File: src/rtl/top_pkg.sv
// Shared widths, defaults and data-pattern helpers for the
// command/response self-test block.
package top_pkg;

    localparam int CMD_W             = 16;
    localparam int DEF_NUM_CMDS      = 32;
    localparam int DEF_FIFO_DEPTH    = 16;
    localparam int DEF_PROC_INTERVAL = 4;

    function automatic logic [CMD_W-1:0] cmd_word(
        input logic [7:0] k
    );
        logic [7:0] lo;
        lo = k * 8'd3 + 8'd1;
        return {k, lo};
    endfunction

    function automatic logic [CMD_W-1:0] exp_resp(
        input logic [7:0] j
    );
        logic [7:0] lo;
        lo = j * 8'd3 + 8'd1;
        return {j, ~lo};
    endfunction

endpackage

File: src/rtl/sync_fifo.sv
// Single-clock FIFO with registered read data and
// wrap-bit pointers for full/empty.
module sync_fifo #(
    parameter int WIDTH = 16,
    parameter int DEPTH = 16
) (
    input  logic             clk,
    input  logic             rst,
    input  logic             i_wr_en,
    input  logic [WIDTH-1:0] i_wr_data,
    input  logic             i_rd_en,
    output logic [WIDTH-1:0] o_rd_data,
    output logic             o_full,
    output logic             o_empty
);

    localparam int AW = $clog2(DEPTH);

    logic [WIDTH-1:0] r_mem [DEPTH];
    logic [AW:0]      r_wptr;
    logic [AW:0]      r_rptr;
    logic             w_wr;
    logic             w_rd;

    assign o_empty = (r_wptr == r_rptr);
    assign o_full  = (r_wptr[AW] != r_rptr[AW]) &&
                     (r_wptr[AW-1:0] == r_rptr[AW-1:0]);
    assign w_wr    = i_wr_en && !o_full;
    assign w_rd    = i_rd_en && !o_empty;

    // Storage carries no reset; only pointers define occupancy.
    always_ff @(posedge clk) begin
        if (w_wr) begin
            r_mem[r_wptr[AW-1:0]] <= i_wr_data;
        end
    end

    always_ff @(posedge clk) begin
        if (rst) begin
            r_wptr    <= '0;
            r_rptr    <= '0;
            o_rd_data <= '0;
        end else begin
            if (w_wr) begin
                r_wptr <= r_wptr + 1'b1;
            end
            if (w_rd) begin
                o_rd_data <= r_mem[r_rptr[AW-1:0]];
                r_rptr    <= r_rptr + 1'b1;
            end
        end
    end

endmodule

File: src/rtl/top.sv
// Command generator, rate-limited processor and response checker
// wrapped around two FIFOs; reports pass/fail per run.
module top
    import top_pkg::*;
#(
    parameter int NUM_CMDS      = DEF_NUM_CMDS,
    parameter int FIFO_DEPTH    = DEF_FIFO_DEPTH,
    parameter int PROC_INTERVAL = DEF_PROC_INTERVAL
) (
    input  logic clk,
    input  logic rst,
    input  logic start_test,
    output logic busy,
    output logic success
);

    logic             cmd_fifo_wr_en;
    logic [CMD_W-1:0] cmd_fifo_wr_data;
    logic             cmd_fifo_rd_en;
    logic [CMD_W-1:0] cmd_fifo_rd_data;
    logic             cmd_fifo_full;
    logic             cmd_fifo_empty;
    logic             resp_fifo_wr_en;
    logic [CMD_W-1:0] resp_fifo_wr_data;
    logic             resp_fifo_rd_en;
    logic [CMD_W-1:0] resp_fifo_rd_data;
    logic             resp_fifo_full;
    logic             resp_fifo_empty;

    logic        r_start_q;
    logic        r_busy;
    logic        r_success;
    logic        r_error;
    logic        r_resp_pend;
    logic        r_chk_pend;
    logic [8:0]  r_k;
    logic [8:0]  r_j;
    logic [15:0] r_ivl;
    logic        w_accept;
    logic        w_done;

    assign busy     = r_busy;
    assign success  = r_success;
    assign w_accept = start_test && !r_start_q && !r_busy;
    assign w_done   = r_busy && (r_j == 9'(NUM_CMDS));

    assign cmd_fifo_wr_en   = r_busy && (r_k < 9'(NUM_CMDS));
    assign cmd_fifo_wr_data = cmd_word(r_k[7:0]);

    // Holding off while a response write is pending guarantees that
    // write always finds room, even at an interval of one.
    assign cmd_fifo_rd_en = r_busy && (r_ivl == '0) &&
                            !cmd_fifo_empty && !resp_fifo_full &&
                            !r_resp_pend;

    assign resp_fifo_wr_en   = r_resp_pend;
    assign resp_fifo_wr_data = {cmd_fifo_rd_data[15:8],
                                ~cmd_fifo_rd_data[7:0]};
    assign resp_fifo_rd_en   = r_busy && !resp_fifo_empty;

    sync_fifo #(.WIDTH(CMD_W), .DEPTH(FIFO_DEPTH)) cmd_fifo_inst (
        .clk       (clk),
        .rst       (rst),
        .i_wr_en   (cmd_fifo_wr_en),
        .i_wr_data (cmd_fifo_wr_data),
        .i_rd_en   (cmd_fifo_rd_en),
        .o_rd_data (cmd_fifo_rd_data),
        .o_full    (cmd_fifo_full),
        .o_empty   (cmd_fifo_empty)
    );

    sync_fifo #(.WIDTH(CMD_W), .DEPTH(FIFO_DEPTH)) resp_fifo_inst (
        .clk       (clk),
        .rst       (rst),
        .i_wr_en   (resp_fifo_wr_en),
        .i_wr_data (resp_fifo_wr_data),
        .i_rd_en   (resp_fifo_rd_en),
        .o_rd_data (resp_fifo_rd_data),
        .o_full    (resp_fifo_full),
        .o_empty   (resp_fifo_empty)
    );

    always_ff @(posedge clk) begin
        if (rst) begin
            r_start_q   <= 1'b0;
            r_busy      <= 1'b0;
            r_success   <= 1'b0;
            r_error     <= 1'b0;
            r_resp_pend <= 1'b0;
            r_chk_pend  <= 1'b0;
            r_k         <= '0;
            r_j         <= '0;
            r_ivl       <= '0;
        end else begin
            r_start_q   <= start_test;
            r_resp_pend <= cmd_fifo_rd_en;
            r_chk_pend  <= resp_fifo_rd_en;
            if (cmd_fifo_rd_en) begin
                r_ivl <= 16'(PROC_INTERVAL - 1);
            end else if (r_ivl != '0) begin
                r_ivl <= r_ivl - 1'b1;
            end
            if (w_accept) begin
                r_busy    <= 1'b1;
                r_success <= 1'b0;
                r_error   <= 1'b0;
                r_k       <= '0;
                r_j       <= '0;
            end else begin
                if (cmd_fifo_wr_en && !cmd_fifo_full) begin
                    r_k <= r_k + 1'b1;
                end
                if (r_chk_pend) begin
                    if (resp_fifo_rd_data != exp_resp(r_j[7:0])) begin
                        r_error <= 1'b1;
                    end
                    r_j <= r_j + 1'b1;
                end
                if (w_done) begin
                    r_busy    <= 1'b0;
                    r_success <= !r_error;
                end
            end
        end
    end

endmodule

File: config.mk
export PLATFORM = sky130hd
export DESIGN_NAME = top
export DESIGN_NICKNAME = d
export VERILOG_FILES = /design/src/rtl/top_pkg.sv /design/src/rtl/sync_fifo.sv /design/src/rtl/top.sv
export SDC_FILE = /design/constraint.sdc
export NUM_CORES = 1
export LEC_CHECK = 0
export BUFFER_PORTS_ARGS = -buffer_cell sky130_fd_sc_hd__buf_2
export CORE_MARGIN = 5
export CORE_UTILIZATION = 40
export CTS_BUF_LIST = sky130_fd_sc_hd__clkbuf_4 sky130_fd_sc_hd__clkbuf_8 sky130_fd_sc_hd__clkbuf_16
export CTS_CLUSTER_DIAMETER = 50
export CTS_CLUSTER_SIZE = 28
export DETAILED_ROUTE_END_ITERATION = 8
export PLACE_DENSITY = 0.59
export SLEW_MARGIN = 15
export SYNTH_ARGS = -nofsm -noshare
export SYNTH_HDL_FRONTEND = slang
export SYNTH_SLANG_ARGS = --single-unit
File: constraint.sdc
create_clock -name clk -period 4.47 [get_ports clk]
set_input_delay 0.447 -clock clk [delete_from_list [all_inputs] [get_ports clk]]
set_output_delay 0.447 -clock clk [all_outputs]
set_load 0.1 [all_outputs]
* Yosys cells after proc, flatten, opt, wreduce, memory -nomap -nowiden
Memory sizes are Yosys's and may differ from the RTL's. A register that Yosys moved wholly into a read port is not among the register bits.
Index checks and enable logic that the tools add are counted.
** Storage, ports and cells
- Register bits :: 60
- Bits in latches :: 0
- Memory bits (writable) :: 512
- ROM bits :: 0
- Output and inout port bits :: 2
- Memories :: 2
** Memory list
- cmd_fifo_inst.r_mem :: depth 16, width 16, rd ports 1, clocked after Yosys merged registers in 1, write ports 1, line sync_fifo.sv:19 : logic [WIDTH-1:0] r_mem [DEPTH];
- resp_fifo_inst.r_mem :: depth 16, width 16, rd ports 1, clocked after Yosys merged registers in 1, write ports 1, line sync_fifo.sv:19
** Cells by class
- Add/subtract/negate cells :: 9
- Multipliers :: 2
- Div/mod/pow operators :: 0
- Magnitude comparators :: 1
- Eq/ne operators :: 8
- Shifts and indexed selects :: 0
- Multiplexer cells :: 8
- Bitwise operators :: 2
- Reduce and logical (&&, ||, !) cells :: 30
** Operator list (number)
- adder 5 x 1 -> 5 bit, second input constant :: 4
- adder 9 x 1 -> 9 bit, second input constant :: 2
- adder 8 x 1 -> 8 bit, second input constant :: 2
- logical NOT 16 bit :: 1
- multiplier 8 x 2 -> 8 bit, second input constant :: 2
- != test 16 bit :: 1
- inverter 8 bit :: 2
- nonzero test 16 bit :: 1
- subtractor 16 x 1 -> 16 bit, second input constant :: 1
- logical AND 1 bit :: 15
- equality test 5 bit :: 2
- equality test 9 x 6 -> 1 bit, second input constant :: 1
- less-than comparator 9 x 6 -> 1 bit, second input constant :: 1
- equality test 4 bit :: 2
- logical NOT 1 bit :: 8
- 2-to-1 mux 1 bit :: 6
- 2-to-1 mux 2 bit :: 2
- nonzero test 2 bit :: 2
- OR reduction 2 bit :: 2
- != test 1 bit :: 2
- AND reduction 2 bit :: 1

* Depth between registers and ports, before layout
Gate-level depths: netlist of run 1.
- Depth after elaboration :: 6
- Mapped depth :: 9
- Gate-level depth less buffers :: 8

* Modules after synthesis
Synthesis of run 1 repeated with hierarchy kept, for this count alone.
** Second synthesis, totals
- Cell total of the unflattened synthesis :: 1451
- Area total of the unflattened synthesis :: 24855.1 um2
** Modules (own cells, without submodules)
- sync_fifo at resp_fifo_inst :: instances 1, cells each 585, area an instance 11168.2 um2
- sync_fifo at cmd_fifo_inst :: instances 1, cells each 565, area an instance 11128.2 um2
- top :: instances 1, cells each 301, area an instance 2558.7 um2

* Least setup slack after synthesis of run 1
OpenSTA, ideal clock, no wires.
- Path type :: register to register
- Start point :: reg r_busy, in the netlist busy
- End point :: mem cmd_fifo_inst.r_mem[0][0] (enable)
- Setup time :: 0.409 ns
- Data arrival time :: 3.875 ns
- Required time :: 4.061 ns
- Slack :: 0.186 ns
- Stages on the path, launching flop included :: 6
- Buffers on the path :: 1
- Period minus slack after synthesis :: 4.284 ns
- Cell sequence :: dfxtp_1 -> inv_1 -> a2111oi_0 -> clkbuf_1 -> nand2_1 -> nor3_1
** On the way
- Cells in the longest elaborated chain, start to end :: 4
** RTL lines
- start, declared :: line top.sv:31 : logic r_busy;
- start signal, assigned :: line top.sv:86 : r_busy <= 1'b0;
- start signal, assigned :: line top.sv:104 : r_busy <= 1'b1;
- start signal, assigned :: line top.sv:120 : r_busy <= 1'b0;
- logical AND 1 bit :: line top.sv:47 : assign cmd_fifo_wr_en = r_busy && (r_k < 9'(NUM_CMDS));
- logical AND 1 bit :: line sync_fifo.sv:28 : assign w_wr = i_wr_en && !o_full;
- 2-to-1 mux 1 bit :: line sync_fifo.sv:33 : if (w_wr) begin
- 2-to-1 mux 1 bit (implied by the code) :: line sync_fifo.sv:34 : r_mem[r_wptr[AW-1:0]] <= i_wr_data;
- end, declared :: line sync_fifo.sv:19
Every way passes these cells.

* Worst setup path after layout of run 1
- Start point :: reg r_ivl[5]
- End point :: reg r_ivl[8]
** On the way
- Cells in the longest elaborated chain, start to end :: 6
** RTL lines
- start, declared :: line top.sv:38 : logic [15:0] r_ivl;
- start signal, assigned :: line top.sv:99 : r_ivl <= 16'(PROC_INTERVAL - 1);
- start signal, assigned :: line top.sv:101 : r_ivl <= r_ivl - 1'b1;
- parallel branches: the longest is 6 deep, another holds subtractor 16 x 1 -> 16 bit
Parallel ways; which one is timed is not known.
A chain may end at the register's enable or synchronous reset.

==> results of run 1 <==
[placed cells by master (no fill, tap or decap), types with 9 or more instances in the layout]
master / count
clkbuf_16: 48
xnor2_1: 40
nand4_1: 13
buf_4: 49
a21oi_1: 68
ha_1: 33
mux4_2: 128
o21ai_0: 9
nand2b_1: 10
nand2_1: 74
edfxtp_1: 512
a22oi_1: 64
xor2_1: 30
dfxtp_1: 88
nor2_2: 12
nor2_1: 91
inv_1: 36
[synth_stat cells, drive strengths merged, types with 5 or more instances]
library cell,count,area (µm²)
a21oi,68,340
nand2,74,278
nand4,13,81.3
xor2,31,272
inv,36,135
o21ai,10,50.0
mux4,128,2880
xnor2,41,359
clkbuf,51,191
nand2b,10,62.6
nor2b,9,56.3
nor4,5,31.3
nor3,16,80.1
nand3,8,40.0
a22oi,64,480
dfxtp,92,1840
ha,33,413
nor2,103,387
buf,22,86.3
edfxtp,512,15400
[area by class of cell]
type,count,area [µm²]
Fill cell,5055,32400
Sequential cell,604,17200
Multi-Input combinational cell,661,6330
Clock buffer,51,1220
Tap cell,773,967
Clock inverter,37,394
Timing Repair Buffer,52,383
Inverter,36,135
[power groups by stage]
stage / Combinational (µW) / Sequential (µW) / Clock (µW)
6_report: 556 / 6220 / 4340
3_3_place_gp: 549 / 6350 / 0
4_1_cts: 562 / 6220 / 4450
3_5_place_dp: 558 / 6350 / 0
2_1_floorplan: 434 / 6330 / 0
5_1_grt: 636 / 6230 / 4670
[worst paths after layout]
kind	start	cells past startpoint	endpoint	slack, ns
worst max register to register	r_ivl[5]$_SDFFE_PP0P_	6	r_ivl[8]$_SDFFE_PP0P_	1.10
worst max-delay path	r_ivl[5]$_SDFFE_PP0P_	6	r_ivl[8]$_SDFFE_PP0P_	1.10
worst min register to register	cmd_fifo_inst.o_rd_data[7]$_SDFFE_PP0P_	2	cmd_fifo_inst.o_rd_data[7]$_SDFFE_PP0P_	0.46
worst min-delay path	start_test	2	r_start_q$_SDFF_PP0_	0.10
[through the flow]
step           power [µW]  hold WS (ns)  setup WS (ns)  instance area, µm²  instances
6_report            11100         0.101           1.10               26700       2214
3_3_place_gp         6900         0.444           1.18               25000       2126
5_1_grt             11500        0.0971          0.904               26700       2214
3_5_place_dp         6910         0.453           1.10               25000       2126
2_1_floorplan        6770         0.428          0.186               23900       1374
4_1_cts             11200        0.0676           1.10               26600       2214
[routing by layer]
layer | GRT usage, % | part of all wire [%] | up-vias
met5 | 0 | 0 | -
met4 | 2.73 | 1.5 | 0
met3 | 1.95 | 3.9 | 53
met2 | 26.6 | 50 | 204
met1 | 21.6 | 44 | 6218
li1 | - | - | 5413
[logic make-up (layout without fill, tap and decap cells)]
| kind of cell | Yosys count | count (layout) | synth area share (%) |
|---|---|---|---|
| fa+ha+maj | 35 | 35 | 1.90 |
| flops | 604 | 604 | 72.2 |
| xor+xnor | 72 | 72 | 2.64 |
| simple gates | 256 | 256 | 4.86 |
| mux | 131 | 131 | 12.2 |
| buf+inv | 109 | 176 | 1.73 |
| compound gates | 167 | 167 | 4.49 |
[registers in the layout, indices dropped and copies added (netlist names), 5 cells and up]
name	count
resp_fifo_inst.o_rd_data	16
r_j	9
cmd_fifo_inst.r_rptr	5
resp_fifo_inst.r_wptr	5
resp_fifo_inst.r_mem	256
cmd_fifo_inst.o_rd_data	16
cmd_fifo_inst.r_mem	256
r_ivl	16
resp_fifo_inst.r_rptr	5
cmd_fifo_inst.r_wptr	5
r_k	9
[critical path, cell delays in order (launching register included)]
cell	delay (ns)
dfxtp_1	0.35
or4_4	0.55
or3_4	0.37
or4_4	0.58
or3b_1	0.71
nand2b_1	0.56
nor2_1	0.11
==> metrics.cfg, run 1 <==
[run_status]
run_status=complete, no violations

[finish]
finalCoreUtilization_pct=45.2
layout-area-overhead-vs-synth_pct=11.8
post_route_cells_drive_above_1_share_pct=21.0
final_net_count=1440
num_antenna_cells=0

[clock_network]
clkLatencyLatePin_ns=0.58
postCtsSetupBuffers=0
cts_tree=yes
path_clk_slew_ns=0.07
numClockSinks=604
cts_resized=0
cts_inserted_buffers=47
cts_max_path_buffers=3
clockRootBuffer=clkbuf_16
cts_hold_buffers=0
cts_htree_levels=2

[power]
net_switching_power_of_the_design_uw=2560
power_frac_seq_pct=56.0
power_leakage_uw=0.00849
cellPowerDensity_nw_per_um2=417
power.switching_fraction_pct=23.0
power.ir.vdd_worst_v=0.000395
internal_power_uw=8560
pwr-share-clk_pct=39.0
p_comb_share_pct=5.0

[logic_synthesis]
postSynth.asyncResetShare_pct=0
postSynthRegisterBits=604
synth.cell_area_um2=23900
postSynthNetCount=1412
syn_inst=1374
postSynth.topFlopCell=edfxtp_1
syn_avg_cell_area_um2=17.4
synth_warnings=0
yosys.cell_types.count=53
synth_enable_flop_cells=512
synth_sequential_area_ratio_pct=72.2

[floorplan]
design.portCount=5
die_area_um2=64600
placeableCoreArea_um2=59000
rows=89
fp.dieW_um=254
initial_core_util_pct=40.4
die-height_um=254

[sta]
final_hold_viol_count=0
fmax_ghz=0.297
fin_skew_ns=0.0180
final_max_slew_viol_count=0
final_period_minus_worst_setup_slack_ns=3.37
grt_setup_unrepaired=false
final.period_utilization_pct=75.3
timing.slew.headroom_pct=24.6
finalSetupViolations=0
setup_total_negative_slack_ns=0
max_slew.worst_pin.slew_ns=1.13

[global_route]
gr-usage-all-layers_pct=15.4
wire_length_of_the_first_global_routing_pass_mm=76.8
grt_pass1_vias=12361
pin_count_of_the_biggest_net_entering_global_routing=63
grt_overflow_total=0
antenna_found_initial=0

[routing]
routed_vias_inst=5.37
postRouteWirelength_mm=49.7
avgRoutedWirePerCell_um=22.5
final_antenna_net_count=0
route.detailed.drc=0
route.vias.total=11888
dr.pass1.iters=5
dr.first_iter.drc_count=880

[worst_setup_path]
kind_of_end_point_of_the_critical_path=flop
crit_path_max_fanout=23
worst_ep_arrival_time_ns=3.81
worstSetupPathType=reg -> reg
timing.critical_path.from_type=flop
cp.required_ns=4.91

[job]
drv.max_cap_violation_count=0

[placed_design]
port_buffers=4
globalplace.congestion=0.818
post_dp_hpwl_mm=29.9

[worst_hold_path]
hold_class=in -> reg

Power figures use the tool's default switching activity.
==> run 2, diff against run 1 <==
- clock period: 4.47 -> 3.4 ns (I/O delays scaled with it)
==> run 2 against run 1 <==
  * Sequential cell count unchanged
  * Total power increased by 34%
  * Sequential power rose by 31%
  * Clock power grew 38%
  * Combinational power up 35%
  * Core utilization is 0.58 points higher
  * Die area unchanged
  * Final cell count rose by 0.90%
  * Count of clock-buffer cells in the layout is 3 lower
  * Routed wire length grew 1.1%
  * Critical endpoint is now r_ivl[7]$_SDFFE_PP0P_
==> metrics.cfg, run 2 (synthesized netlist as in run 1, its figures left out) <==
[clock_network]
cts_hold_buffers=1
postCtsSetupBuffers=0
numClockSinks=604
cts_resized=0
clkLatencyLatePin_ns=0.60
clockRootBuffer=clkbuf_16
cts_inserted_buffers=45
cts_max_path_buffers=3
cts_htree_levels=2
cts_tree=yes
path_clk_slew_ns=0.09

[routing]
postRouteWirelength_mm=50.3
avgRoutedWirePerCell_um=22.5
dr.pass1.iters=5
dr.first_iter.drc_count=866
final_antenna_net_count=0
routed_vias_inst=5.35
route.detailed.drc=0
route.vias.total=11962

[worst_setup_path]
cp_cell_sequence=or4_4 > or3_4 > or4_4 > or3b_1 > nand2b_1 > nor2_1
crit_path_max_fanout=14
r2r_setup_slack_ns=0.43
path_common_cell=or4_4
kind_of_end_point_of_the_critical_path=flop
worstSetupEndpoint=r_ivl[7]$_SDFFE_PP0P_
cp.required_ns=3.85
critPathMaxStageDelay_ns=0.59
worst_flop_to_flop_path_endpoint=r_ivl[7]$_SDFFE_PP0P_
worstSetupPathType=reg -> reg
timing.rr.start=r_ivl[5]$_SDFFE_PP0P_
reg2regPathDepth=6
worst_ep_arrival_time_ns=3.42
worstSetupStartpoint=r_ivl[5]$_SDFFE_PP0P_
timing.critical_path.from_type=flop
critical_path.slowest_cell=or4_4

[power]
net_switching_power_of_the_design_uw=3510
cellPowerDensity_nw_per_um2=552
power_leakage_uw=0.00858
p_comb_share_pct=5.0
design_power_total_uw=14900
power.switching_fraction_pct=23.5
internal_power_uw=11400
power_frac_seq_pct=54.8
power.ir.vdd_worst_v=0.000514
pwr-share-clk_pct=40.2

[finish]
finalCoreUtilization_pct=45.8
regArea_um2=17200
layout-area-overhead-vs-synth_pct=13.2
fillerInstances=5056
num_antenna_cells=0
post_route_cells_drive_above_1_share_pct=22.7
layout.cells.most_common_list=edfxtp_1, mux4_2, dfxtp_1, nor2_1, nand2_1
area_of_the_multi_input_gates_um2=6340
final_net_count=1462
layout_commonest_cell=edfxtp_1

[global_route]
grt_overflow_total=0
antenna_found_initial=0
grt_pass1_vias=12266
gr-usage-all-layers_pct=15.6
pin_count_of_the_biggest_net_entering_global_routing=68
wire_length_of_the_first_global_routing_pass_mm=77.0

[sta]
fmax_ghz=0.336
final_hold_viol_count=0
fin_skew_ns=0.0250
grt_setup_unrepaired=false
final_max_slew_viol_count=0
timing.slew.headroom_pct=25.0
final_period_minus_worst_setup_slack_ns=2.97
setup_total_negative_slack_ns=0
finalSetupViolations=0
final.period_utilization_pct=87.4
max_slew.worst_pin.slew_ns=1.12

[floorplan]
fp.dieW_um=254
rows=89
die_area_um2=64600
placeableCoreArea_um2=59000
die-height_um=254
initial_core_util_pct=40.4
design.portCount=5

[worst_hold_path]
hold_class=in -> reg
whs_path_depth=2

[placed_design]
globalplace.congestion=0.797
post_dp_hpwl_mm=30.5
port_buffers=4

[job]
drv.max_cap_violation_count=0

[run_status]
run_status=complete, no violations

[run 2: cell types whose count changed in the layout (fill, tap and decap cells not counted), moves of 5 or more]
cell    previous run  this run
nor2_2            12        21
buf_4             49        66
nor2_1            91        82
buf_12             0         5
[run 2: worst min-delay path by stage]
stage,slack [ns],start,end
6_report,0.19,rst,r_resp_pend$_SDFF_PP0_
5_1_grt,0.19,rst,cmd_fifo_inst.r_rptr[0]$_SDFFE_PP0P_
4_1_cts,0.17,rst,r_resp_pend$_SDFF_PP0_
3_5_place_dp,0.46,r_k[8]$_SDFFE_PP0P_,r_k[8]$_SDFFE_PP0P_
3_3_place_gp,0.45,cmd_fifo_inst.o_rd_data[4]$_SDFFE_PP0P_,cmd_fifo_inst.o_rd_data[4]$_SDFFE_PP0P_
2_1_floorplan,0.43,r_k[8]$_SDFFE_PP0P_,r_k[8]$_SDFFE_PP0P_
[run 2: power groups by stage]
stage	combinational (µW)	clock (µW)	sequential (µW)
2_1_floorplan	573	0	8330
4_1_cts	760	6140	8180
3_5_place_dp	756	0	8340
3_3_place_gp	738	0	8340
5_1_grt	844	6460	8190
6_report	749	5990	8170
[run 2: layer usage]
layer	part of all wire [%]	global-route usage (%)	vias up
met2	50	26.5	213
li1	-	-	5453
met3	4.1	2.06	60
met4	1.9	3.50	0
met5	0	0	-
met1	44	21.9	6236
[run 2: layout make-up]
cell class	instances	share of cell area, %
flip-flops and latches	604	63.8
multi-input cells	661	23.5
clock buffers	48	4.38
well taps	773	3.58
repair buffers	76	2.32
clock inverters	36	1.95
inverters	36	0.500
[run 2: critical path, delay by kind of cell, from the launching register on]
kind / cells / cell delay (ns)
DFF: 1 / 0.36
and+or+nand+nor: 6 / 2.48
[run 2: metrics by stage]
stage | area [µm²] | hold WS [ns] | setup WS (ns) | std cells
after CTS | 27000 | 0.170 | 0.412 | 2234
after global placement | 25300 | 0.447 | 0.519 | 2149
after floorplan | 23900 | 0.428 | 0.115 | 1374
after detailed placement | 25300 | 0.456 | 0.428 | 2149
after global routing | 27000 | 0.193 | 0.279 | 2234
final | 27000 | 0.187 | 0.428 | 2234
==> run 3, diff against run 2 <==
--- a/config.mk
+++ b/config.mk
@@ -8,10 +8,11 @@
 export BUFFER_PORTS_ARGS = -buffer_cell sky130_fd_sc_hd__buf_2
 export CORE_MARGIN = 5
-export CORE_UTILIZATION = 40
+export CORE_UTILIZATION = 63
 export CTS_BUF_LIST = sky130_fd_sc_hd__clkbuf_4 sky130_fd_sc_hd__clkbuf_8 sky130_fd_sc_hd__clkbuf_16
 export CTS_CLUSTER_DIAMETER = 50
 export CTS_CLUSTER_SIZE = 28
 export DETAILED_ROUTE_END_ITERATION = 8
-export PLACE_DENSITY = 0.59
+export GPL_ROUTABILITY_DRIVEN = 0
+export PLACE_DENSITY = 0.84
 export SLEW_MARGIN = 15
 export SYNTH_ARGS = -nofsm -noshare
==> constraint.sdc (replaced) <==
create_clock -name clk -period 3.4 [get_ports clk]
set_input_delay 0.17 -clock clk [delete_from_list [all_inputs] [get_ports clk]]
set_output_delay 0.17 -clock clk [all_outputs]
set_load 0.1 [all_outputs]
==> run 3 against run 2 <==
  * Critical path type unchanged
  * Die area shrank 35%
  * Largest cell class unchanged
  * Register-to-register slack barely moved
  * Core utilization rose by 24 points
  * Largest power group unchanged
  * Total power fell by 5.4%
  * Routed wire length shrank 2.5%
  * Non-clock buffer count shrank 10
  * Sequential share of layout area increased by 1.7 points
  * Final cell count shrank 13%
==> metrics.cfg, run 3 (synthesized netlist as in run 1, its figures left out) <==
[routing]
met2WireLength_mm=25.5
avgRoutedWirePerCell_um=25.1
dr.first_iter.drc_count=1221
routed_vias_inst=6.33
route.layer.met1.wl_mm=18.5
dr.pass1.iters=6
route.detailed.drc=0
met3WireLength_mm=3.50
postRouteWirelength_mm=49.0
route.vias.total=12373
top_signal_layer_used=met4
final_antenna_net_count=0

[sta]
hold_ws_ns=0.199
fmax_ghz=0.337
max_slew.worst_pin.slew_ns=1.15
final_period_minus_worst_setup_slack_ns=2.97
grt_setup_unrepaired=false
timing.slew.headroom_pct=23.3
final.period_utilization_pct=87.2
fin_skew_ns=0.0269
finalSetupViolations=0
final_max_slew_viol_count=0
setup_total_negative_slack_ns=0
final_hold_viol_count=0

[worst_setup_path]
timing.critical_path.from_type=flop
reg2regPathDepth=6
kind_of_end_point_of_the_critical_path=flop
worstSetupPathType=reg -> reg
worst_ep_arrival_time_ns=3.39
cp.required_ns=3.83
crit_path_max_fanout=14

[clock_network]
cts_htree_levels=2
cts_tree=yes
cts_inserted_buffers=41
cts_max_path_buffers=3
clockRootBuffer=clkbuf_16
path_clk_slew_ns=0.08
numClockSinks=604
clkLatencyLatePin_ns=0.57
postCtsSetupBuffers=0
cts_resized=0

[placed_design]
port_buffers=4
post_dp_hpwl_mm=29.0

[power]
power_leakage_uw=0.00841
power.ir.vdd_worst_v=0.000686
cellPowerDensity_nw_per_um2=537

[floorplan]
design.portCount=5
placeableCoreArea_um2=37500
die_area_um2=41900
fp.dieW_um=205
initial_core_util_pct=63.6
rows=71
die-height_um=205

[run_status]
run_status=complete, no violations

[global_route]
grt_overflow_total=0
grt_pass1_vias=12592
wire_length_of_the_first_global_routing_pass_mm=74.8
pin_count_of_the_biggest_net_entering_global_routing=68
antenna_found_initial=0
gr-usage-all-layers_pct=23.9

[finish]
post_route_cells_drive_above_1_share_pct=21.1
layout.cells.most_common_list=edfxtp_1, mux4_2, nor2_1, dfxtp_1, nand2_1
final_net_count=1448
layout-area-overhead-vs-synth_pct=10.2
layout_commonest_cell=edfxtp_1
num_antenna_cells=0

[job]
drv.max_cap_violation_count=0

[worst_hold_path]
whs_path_depth=3
hold_class=in -> reg

[run 3: metrics by stage]
stage	instance area [µm²]	total power, µW	util, %	std cells	worst slack (ns)
after global placement	24800	9050	66.2	1877	0.484
after CTS	26300	14200	70.1	1954	0.455
after detailed placement	24800	9080	66.3	1877	0.469
after floorplan	23900	8900	-	1374	0.115
final	26300	14100	70.1	1954	0.434
after global routing	26300	14600	70.1	1954	0.188
[run 3: final cells by class]
class | instances | area [µm²]
timing repair buffer | 66 | 526
clock buffer | 47 | 1110
inverter | 36 | 135
clock inverter | 29 | 325
tap | 511 | 639
sequential | 604 | 17200
fill | 2252 | 11200
multi-input combinational | 661 | 6330
[run 3: critical path: stages, from the launching register on]
cell and delay (ns):
dfxtp_1 0.35, or4_4 0.55, or3_4 0.37, or4_4 0.58
or3b_1 0.46, nand2b_1 0.41, nor2_1 0.10
[run 3: metal layers]
layer | track usage, % | vias up
met3 | 3.97 | 91
met2 | 41.2 | 534
met5 | 0 | -
met4 | 7.63 | 0
met1 | 31.6 | 6326
li1 | - | 5422
[run 3: where the power goes]
part / leakage [µW] / internal, µW / switching, µW / total, µW
sequential: 0.00535 / 8080 / 95.1 / 8170
clock: 0.000702 / 2530 / 2660 / 5190
combinational: 0.00236 / 315 / 435 / 749
[run 3: path summary, 6_finish.rpt]
kind	startpoint	endpoint	slack, ns
max	r_ivl[5]$_SDFFE_PP0P_	r_ivl[10]$_SDFFE_PP0P_	0.43
min	rst	r_j[6]$_SDFFE_PP0P_	0.20
max reg2reg	r_ivl[5]$_SDFFE_PP0P_	r_ivl[10]$_SDFFE_PP0P_	0.43
min reg2reg	cmd_fifo_inst.o_rd_data[5]$_SDFFE_PP0P_	cmd_fifo_inst.o_rd_data[5]$_SDFFE_PP0P_	0.49
[run 3: timing repair]
action / CTS / global route
hold endpoints to repair: 2 / 0
setup endpoints to repair: 0 / 0
hold buffers: 1 / 0
